===== config.mk =====
export PLATFORM = sky130hd
export DESIGN_NAME = ula_acumulador
export DESIGN_NICKNAME = d
export VERILOG_FILES = /design/src/rtl/ula_pkg.sv /design/src/rtl/ula_acumulador.sv
export SDC_FILE = /design/constraint.sdc
export NUM_CORES = 1
export LEC_CHECK = 0
export CAP_MARGIN = 25
export CELL_PAD_IN_SITES_DETAIL_PLACEMENT = 1
export CELL_PAD_IN_SITES_GLOBAL_PLACEMENT = 2
export CORE_ASPECT_RATIO = 1.1
export CORE_UTILIZATION = 31
export CTS_CLUSTER_DIAMETER = 50
export CTS_CLUSTER_SIZE = 14
export DETAILED_ROUTE_END_ITERATION = 6
export DONT_BUFFER_PORTS = 1
export MAX_ROUTING_LAYER = met4
export PLACE_DENSITY_LB_ADDON = 0.1
export SYNTH_ARGS = -nofsm -noshare
export SYNTH_HDL_FRONTEND = slang
export SYNTH_SLANG_ARGS = --single-unit
export TNS_END_PERCENT = 30

===== constraint.sdc =====
create_clock -name clk -period 1.7 [get_ports clk]
set_input_delay 0.34 -clock clk [delete_from_list [all_inputs] [get_ports clk]]
set_output_delay 0.34 -clock clk [all_outputs]
set_load 0.03 [all_outputs]

===== src/rtl/ula_pkg.sv =====
// Shared encodings for the ula_acumulador accumulator: operation codes and FSM states.
package ula_pkg;

  typedef enum logic [1:0] {
    OP_LOAD    = 2'b00,
    OP_INC     = 2'b01,
    OP_ADD_CIN = 2'b10,
    OP_CLR     = 2'b11
  } op_t;

  typedef enum logic [1:0] {
    ST_IDLE = 2'b00,
    ST_EXEC = 2'b01,
    ST_DONE = 2'b10
  } state_t;

endpackage


===== src/rtl/ula_acumulador.sv =====
// Accumulator/controller wrapped around an external combinational carry-in incrementer.
// Define ULA_ACC_SAT_EN to saturate INC/ADD_CIN at all-ones instead of wrapping.
module ula_acumulador
  import ula_pkg::*;
#(
  parameter int              WIDTH    = 4,
  parameter logic [WIDTH-1:0] ACC_INIT = '0
) (
  input  logic             clk,
  input  logic             rst,
  input  logic             in_valid,
  output logic             in_ready,
  input  logic [1:0]       op,
  input  logic [WIDTH-1:0] data_in,
  input  logic             cin,
  output logic [WIDTH-1:0] add_a,
  output logic             add_cin,
  input  logic [WIDTH:0]   add_sum,
  output logic             out_valid,
  input  logic             out_ready,
  output logic [WIDTH-1:0] acc_out,
  output logic             carry_out,
  output logic             zero_out
);

  state_t           state;
  op_t              op_q;
  logic [WIDTH-1:0] data_q;
  logic             cin_q;
  logic [WIDTH-1:0] acc;
  logic             carry;

  // The incrementer only sees a non-zero carry-in while an INC/ADD_CIN is executing.
  always_comb begin
    add_a   = acc;
    add_cin = 1'b0;
    if (state == ST_EXEC) begin
      if (op_q == OP_INC)          add_cin = 1'b1;
      else if (op_q == OP_ADD_CIN) add_cin = cin_q;
    end
  end

  assign in_ready  = (state == ST_IDLE);
  assign acc_out   = acc;
  assign carry_out = carry;
  assign zero_out  = (acc == '0);

  always_ff @(posedge clk) begin
    if (rst) begin
      state     <= ST_IDLE;
      acc       <= ACC_INIT;
      carry     <= 1'b0;
      out_valid <= 1'b0;
    end else begin
      case (state)
        ST_IDLE: begin
          if (in_valid) begin
            op_q   <= op_t'(op);
            data_q <= data_in;
            cin_q  <= cin;
            state  <= ST_EXEC;
          end
        end
        ST_EXEC: begin
          case (op_q)
            OP_LOAD: begin
              acc   <= data_q;
              carry <= 1'b0;
            end
            OP_INC, OP_ADD_CIN: begin
`ifdef ULA_ACC_SAT_EN
              if (add_sum[WIDTH]) begin
                acc   <= '1;
                carry <= 1'b1;
              end else begin
                acc   <= add_sum[WIDTH-1:0];
                carry <= 1'b0;
              end
`else
              acc   <= add_sum[WIDTH-1:0];
              carry <= add_sum[WIDTH];
`endif
            end
            default: begin
              acc   <= '0;
              carry <= 1'b0;
            end
          endcase
          out_valid <= 1'b1;
          state     <= ST_DONE;
        end
        ST_DONE: begin
          // Result and flags stay frozen until the consumer takes them.
          if (out_ready) begin
            out_valid <= 1'b0;
            state     <= ST_IDLE;
          end
        end
        default: begin
          out_valid <= 1'b0;
          state     <= ST_IDLE;
        end
      endcase
    end
  end

endmodule


* Word-level counts from Yosys, hierarchy flattened *
Index checks and enable logic that the tools add are counted.

word-level totals
  bits in registers = 15
  input port bits = 16

operators by class
  bitwise logic cells = 2
  eq/ne operators = 6
  muxes and demuxes = 10
  reduce and logical (&&, ||, !) cells = 7

operators by type and width
  operator                                       count
  one-hot mux 4 bit (2 select lines)             1
  one-hot mux 2 bit (3 select lines)             1
  two-way mux 1 bit                              5
  == test 2 x 1 -> 1 bit, second input constant  2
  == test 2 bit, second input constant           2
  logical NOT 2 bit                              2
  logical NOT 4 bit                              1
  two-way mux 2 bit                              2
  != test 2 bit, second input constant           2
  AND reduction 2 bit                            2
  one-hot mux 1 bit (3 select lines)             1
  AND reduction 3 bit                            1
  NOT 1 bit                                      2
  OR reduction 2 bit                             1

* Depth between registers and ports, before layout *
  depth after elaboration = 4
  mapped depth = 5
  mapped depth without buffers = 5

* Least setup slack after synthesis *
Ideal clock, no wire load.

  path kind = register to output
  start = register acc[0] (netlist: acc_out[0])
  end = output port zero_out
  stages on the path, launching flop included = 2
  data required time = 1.360 ns
  setup slack = -0.086 ns
  arrival time = 1.446 ns
  cells stage by stage = dfxtp_1 > nor4_1

between the ends
  word-level cells in the longest chain between the ends = 1

RTL lines
  what                    RTL line              RTL
  from (decl)             ula_acumulador.sv:30  logic [WIDTH-1:0] acc;
  from (signal assigned)  ula_acumulador.sv:67  acc <= data_q;
  from (signal assigned)  ula_acumulador.sv:80  acc <= add_sum[WIDTH-1:0];
  logical NOT 4 bit       ula_acumulador.sv:46  assign zero_out = (acc == '0);
  to (decl)               ula_acumulador.sv:23  output logic zero_out

No other way between the ends.

* Final worst setup path *
  start = register op_q[0]
  end = output port add_cin

between the ends
  word-level cells in the longest chain between the ends = 4
  elaborated cells on any way between the ends = 5
  those cells by class = eq/ne (2); mux (3)

RTL lines
  what                    RTL line              RTL
  from (decl)             ula_acumulador.sv:27  op_t op_q;
  from (signal assigned)  ula_acumulador.sv:58  op_q <= op_t'(op);
  == test 2 bit           ula_acumulador.sv:39  else if (op_q == OP_ADD_CIN) add_cin = cin_q;
  two-way mux 1 bit       ula_acumulador.sv:39
  two-way mux 1 bit *     ula_acumulador.sv:38  if (op_q == OP_INC) add_cin = 1'b1;
  two-way mux 1 bit *     ula_acumulador.sv:37  if (state == ST_EXEC) begin
  to (decl)               ula_acumulador.sv:17  output logic add_cin,

Every way passes the cells marked *; elsewhere a longest branch is shown, timed or not.

==> metrics.txt <==
# TYPE chip_impl_metric gauge
chip_impl_info{name="status",value="completed"} 1
chip_impl_metric{name="yosys.cell_types.count",unit=""} 18
chip_impl_metric{name="grt_start_max_net_pins",unit=""} 10
chip_impl_metric{name="clock_sink_count",unit=""} 15
chip_impl_info{name="list_of_cells_traversed_by_the_critical_path",value="inv_2, ha_1, a21oi_1, nor2_1, buf_4"} 1
chip_impl_info{name="synth_area_leaders",value="sky130_fd_sc_hd__edfxtp_1, sky130_fd_sc_hd__dfxtp_1, sky130_fd_sc_hd__ha_1, sky130_fd_sc_hd__a22o_1, sky130_fd_sc_hd__a22oi_1"} 1
chip_impl_info{name="synth_largest_area_cell",value="sky130_fd_sc_hd__edfxtp_1"} 1
chip_impl_metric{name="peak_ir_drop_on_the_vdd_network",unit="mV"} 0.477
chip_impl_metric{name="cp_num_buf_inv",unit=""} 2
chip_impl_metric{name="critical_path_required",unit="ns"} 1.36
chip_impl_metric{name="drt-pass1-iter-count",unit=""} 2
chip_impl_metric{name="placeableCoreArea",unit="mm2"} 0.00186
chip_impl_metric{name="p_per_area",unit="mW/mm2"} 931
chip_impl_metric{name="final_total_negative_setup_slack",unit="ns"} 0
chip_impl_metric{name="floorplan.initialDensity",unit=""} 0.345
chip_impl_metric{name="count_of_nets_left_with_antenna_violations_after_detail_routing",unit=""} 0
chip_impl_metric{name="final-setup-viol-count",unit=""} 0
chip_impl_metric{name="synthesis.instances",unit=""} 55
chip_impl_metric{name="clock_tree.buffer_depth",unit=""} 2
chip_impl_info{name="rsz0062_at_grt",value="no"} 1
chip_impl_metric{name="fill_cells",unit=""} 215
chip_impl_metric{name="area.sequential",unit="um2"} 370
chip_impl_metric{name="core.rowCount",unit=""} 16
chip_impl_metric{name="period_share",unit=""} 0.939
chip_impl_info{name="critical_path.reg2reg.endpoint",value="acc_out[0]"} 1
chip_impl_metric{name="cts.clk_slew.worst_paths",unit="ns"} 0.09
chip_impl_metric{name="grt_usage",unit=""} 0.129
chip_impl_metric{name="final.setup_skew",unit="ns"} 0.00377
chip_impl_metric{name="yosysWarnings",unit=""} 0
chip_impl_metric{name="synth.avg_cell_area",unit="um2"} 11.7
chip_impl_metric{name="postLayoutCoreUtil",unit=""} 0.407
chip_impl_metric{name="combined_area_of_the_multi_input_logic_cells",unit="um2"} 243
chip_impl_metric{name="clk-insertion-delay-late",unit="ns"} 0.27
chip_impl_metric{name="gp_congestion",unit=""} 0.767
chip_impl_metric{name="detail_route.iter0.violations",unit=""} 1
chip_impl_metric{name="finalWorstPathRequiredPeriod",unit="ns"} 1.60
chip_impl_metric{name="max_cap_viol_count",unit=""} 0
chip_impl_info{name="slowest_stage",value="sky130_fd_sc_hd__edfxtp_1"} 1
chip_impl_metric{name="insertedDiodeCount",unit=""} 0
chip_impl_metric{name="synth_nets",unit=""} 75
chip_impl_metric{name="die_y",unit="um"} 49.7
chip_impl_metric{name="initial_antenna_violation_count",unit=""} 0
chip_impl_metric{name="final_layout_size_suffix_gt1_frac",unit=""} 0.281
chip_impl_metric{name="timing.critical_path.slowest_cell_delay",unit="ns"} 0.40
chip_impl_metric{name="area_growth_syn_to_layout",unit="%"} 17.9
chip_impl_metric{name="r2r.worst_path.cells",unit=""} 5
chip_impl_metric{name="leakage",unit="nW"} 0.296
chip_impl_metric{name="slew_violations",unit=""} 0
chip_impl_info{name="critPathLaunchType",value="register"} 1
chip_impl_info{name="tritoncts",value="yes"} 1
chip_impl_info{name="min_path_type",value="in -> reg"} 1
chip_impl_metric{name="drt-wirelength-per-cell",unit="um"} 14.3
chip_impl_metric{name="dp_hpwl",unit="mm"} 1.07
chip_impl_metric{name="reg_to_reg_slack_setup",unit="ns"} 0.32
chip_impl_metric{name="routed-via-count",unit=""} 456
chip_impl_metric{name="cts.htree.levels",unit=""} 1
chip_impl_metric{name="ios",unit=""} 29
chip_impl_metric{name="buffers_added_on_ports",unit=""} 0
chip_impl_metric{name="post_drt_via_cell_ratio",unit=""} 5.01
chip_impl_metric{name="ys_ff_latch",unit=""} 15
chip_impl_metric{name="critical_path.max_fanout",unit=""} 3
chip_impl_info{name="worst_hold_startpoint",value="rst"} 1
chip_impl_metric{name="synth.cell_area",unit="um2"} 642
chip_impl_metric{name="ys_seq_area_frac",unit=""} 0.577
chip_impl_metric{name="totalWireLength",unit="mm"} 1.30
chip_impl_metric{name="timing.slew.headroom",unit=""} 0.774
chip_impl_metric{name="critical_path_arrival",unit="ns"} 1.26
chip_impl_info{name="reg2reg_from",value="op_q[0]"} 1
chip_impl_metric{name="grt_pass1_vias",unit=""} 477
chip_impl_metric{name="overflow",unit=""} 0
chip_impl_metric{name="finalNetCount",unit=""} 85
chip_impl_info{name="criticalPathCategory",value="reg -> out"} 1
chip_impl_metric{name="timing.final.ws_setup",unit="ns"} 0.103
chip_impl_metric{name="die_x",unit="um"} 45.4
chip_impl_metric{name="place_area",unit="um2"} 722
chip_impl_info{name="worst_path_dominant_cell_family",value="flip-flops"} 1
chip_impl_metric{name="dp_worst_setup_slack",unit="ns"} 0.321
chip_impl_info{name="min_delay_worst_endpoint",value="acc_out[2]"} 1
chip_impl_metric{name="min_path_cells",unit=""} 1
chip_impl_info{name="root_buffer",value="sky130_fd_sc_hd__clkbuf_4"} 1
chip_impl_metric{name="grt_first_pass_wirelength",unit="mm"} 2.05
chip_impl_metric{name="maxClockFrequency",unit="MHz"} 626
chip_impl_metric{name="worst_pin_slew",unit="ns"} 0.339
chip_impl_metric{name="post-synth-top-area-fraction",unit=""} 0.327
chip_impl_metric{name="numCtsBuffers",unit=""} 3
chip_impl_info{name="worst_setup_path_end_kind",value="primary output"} 1
chip_impl_metric{name="final_area",unit="um2"} 757
chip_impl_metric{name="area_of_the_die",unit="mm2"} 0.00226
chip_impl_metric{name="hold_viol_final",unit=""} 0
chip_impl_metric{name="route.detailed.drc",unit=""} 0
==> registers in the layout (all words and copies together), names as in the netlist <==
register and flops:
data_q 4, acc_out 4, cin_q 1, op_q 2
state 2, carry_out 1, out_valid 1
==> routing by layer <==
| metal | track usage | vias up | part of all wire |
|---|---|---|---|
| met1 | 0.137 | 213 | 0.43 |
| met4 | 0.0303 | 0 | 0.018 |
| met3 | 0.0586 | 4 | 0.051 |
| met5 | - | - | 0 |
| li1 | - | 213 | - |
| met2 | 0.212 | 26 | 0.50 |
==> cells in the final DEF, fill, tap and decap left out, types with 2 or more instances in the layout <==
cell type and count:
sky130_fd_sc_hd__buf_4 10, sky130_fd_sc_hd__nor2_1 8, sky130_fd_sc_hd__dfxtp_1 8, sky130_fd_sc_hd__edfxtp_1 7, sky130_fd_sc_hd__a22o_1 4, sky130_fd_sc_hd__a22oi_1 4, sky130_fd_sc_hd__ha_1 4, sky130_fd_sc_hd__a21oi_1 3
sky130_fd_sc_hd__clkbuf_4 3, sky130_fd_sc_hd__nand2_1 2
==> Yosys cell counts <==
| cell | instances |
|---|---|
| sky130_fd_sc_hd__edfxtp_1 | 7 |
| sky130_fd_sc_hd__nor4_1 | 1 |
| sky130_fd_sc_hd__nor3_1 | 1 |
| sky130_fd_sc_hd__a22oi_1 | 4 |
| sky130_fd_sc_hd__clkbuf_1 | 1 |
| sky130_fd_sc_hd__dfxtp_1 | 8 |
| sky130_fd_sc_hd__nand2b_1 | 1 |
| sky130_fd_sc_hd__ha_1 | 4 |
| sky130_fd_sc_hd__nor2_1 | 8 |
| sky130_fd_sc_hd__inv_1 | 2 |
| sky130_fd_sc_hd__nor4b_1 | 2 |
| sky130_fd_sc_hd__buf_4 | 4 |
| sky130_fd_sc_hd__nor2b_1 | 1 |
| sky130_fd_sc_hd__nor3b_2 | 1 |
| sky130_fd_sc_hd__a21oi_1 | 3 |
| sky130_fd_sc_hd__nand2_1 | 2 |
| sky130_fd_sc_hd__nand4b_1 | 1 |
| sky130_fd_sc_hd__a22o_1 | 4 |
==> layout make-up <==
| cell class | instances | share of cell area |
|---|---|---|
| Clock buffer | 3 | 0.0298 |
| Clock inverter | 1 | 0.00661 |
| Inverter | 2 | 0.00992 |
| Multi-Input combinational cell | 33 | 0.321 |
| Sequential cell | 15 | 0.489 |
| Tap cell | 27 | 0.0446 |
| Timing Repair Buffer | 10 | 0.0992 |
==> per-stage QoR <==
step,hold slack [ns],std cells,total power [mW]
after CTS,0.112,90,0.715
after global placement,0.412,86,0.511
after detailed placement,0.413,86,0.514
final,0.122,91,0.705
after floorplan,0.439,55,0.491
after global routing,0.101,91,0.741
==> worst max-delay path by stage <==
stage                     from          to  slack [ns]  cells past startpoint
finish                 op_q[0]     add_cin        0.10                      5
global route           op_q[0]     add_cin        0.01                      5
CTS                    op_q[0]     add_cin        0.07                      5
detailed placement     op_q[0]  acc_out[0]        0.32                      5
global placement       op_q[0]  acc_out[1]        0.39                      5
floorplan           acc_out[0]    zero_out        0.23                      1
==> power breakdown <==
part | internal [mW] | switching, mW | total (mW)
clock | 0.0870 | 0.112 | 0.199
sequential | 0.395 | 0.0183 | 0.413
combinational | 0.0384 | 0.0542 | 0.0926
==> kinds of logic after synthesis <==
family | synth area share
compound gates | 0.125
simple gates | 0.156
flops | 0.577
fa+ha+maj | 0.0780
buf+inv | 0.0643
==> worst reg2reg max path, delay by kind of cell, from the launching register on <==
| kind | cells | cell delay (ns) |
|---|---|---|
| adder cells (fa/ha/maj) | 1 | 0.20 |
| buffers and inverters | 1 | 0.16 |
| AO/OA/AOI/OAI | 1 | 0.12 |
| AND/OR/NAND/NOR | 2 | 0.41 |
| flip-flops | 1 | 0.44 |
==> timing repair <==
action / in CTS / in global routing
gates resized for setup: 0 / 1
buffers inserted: 0 / 1
hold buffers: 0 / 0
setup endpoints to repair: 0 / 1
Note: power is estimated with default switching activity, not from simulation.
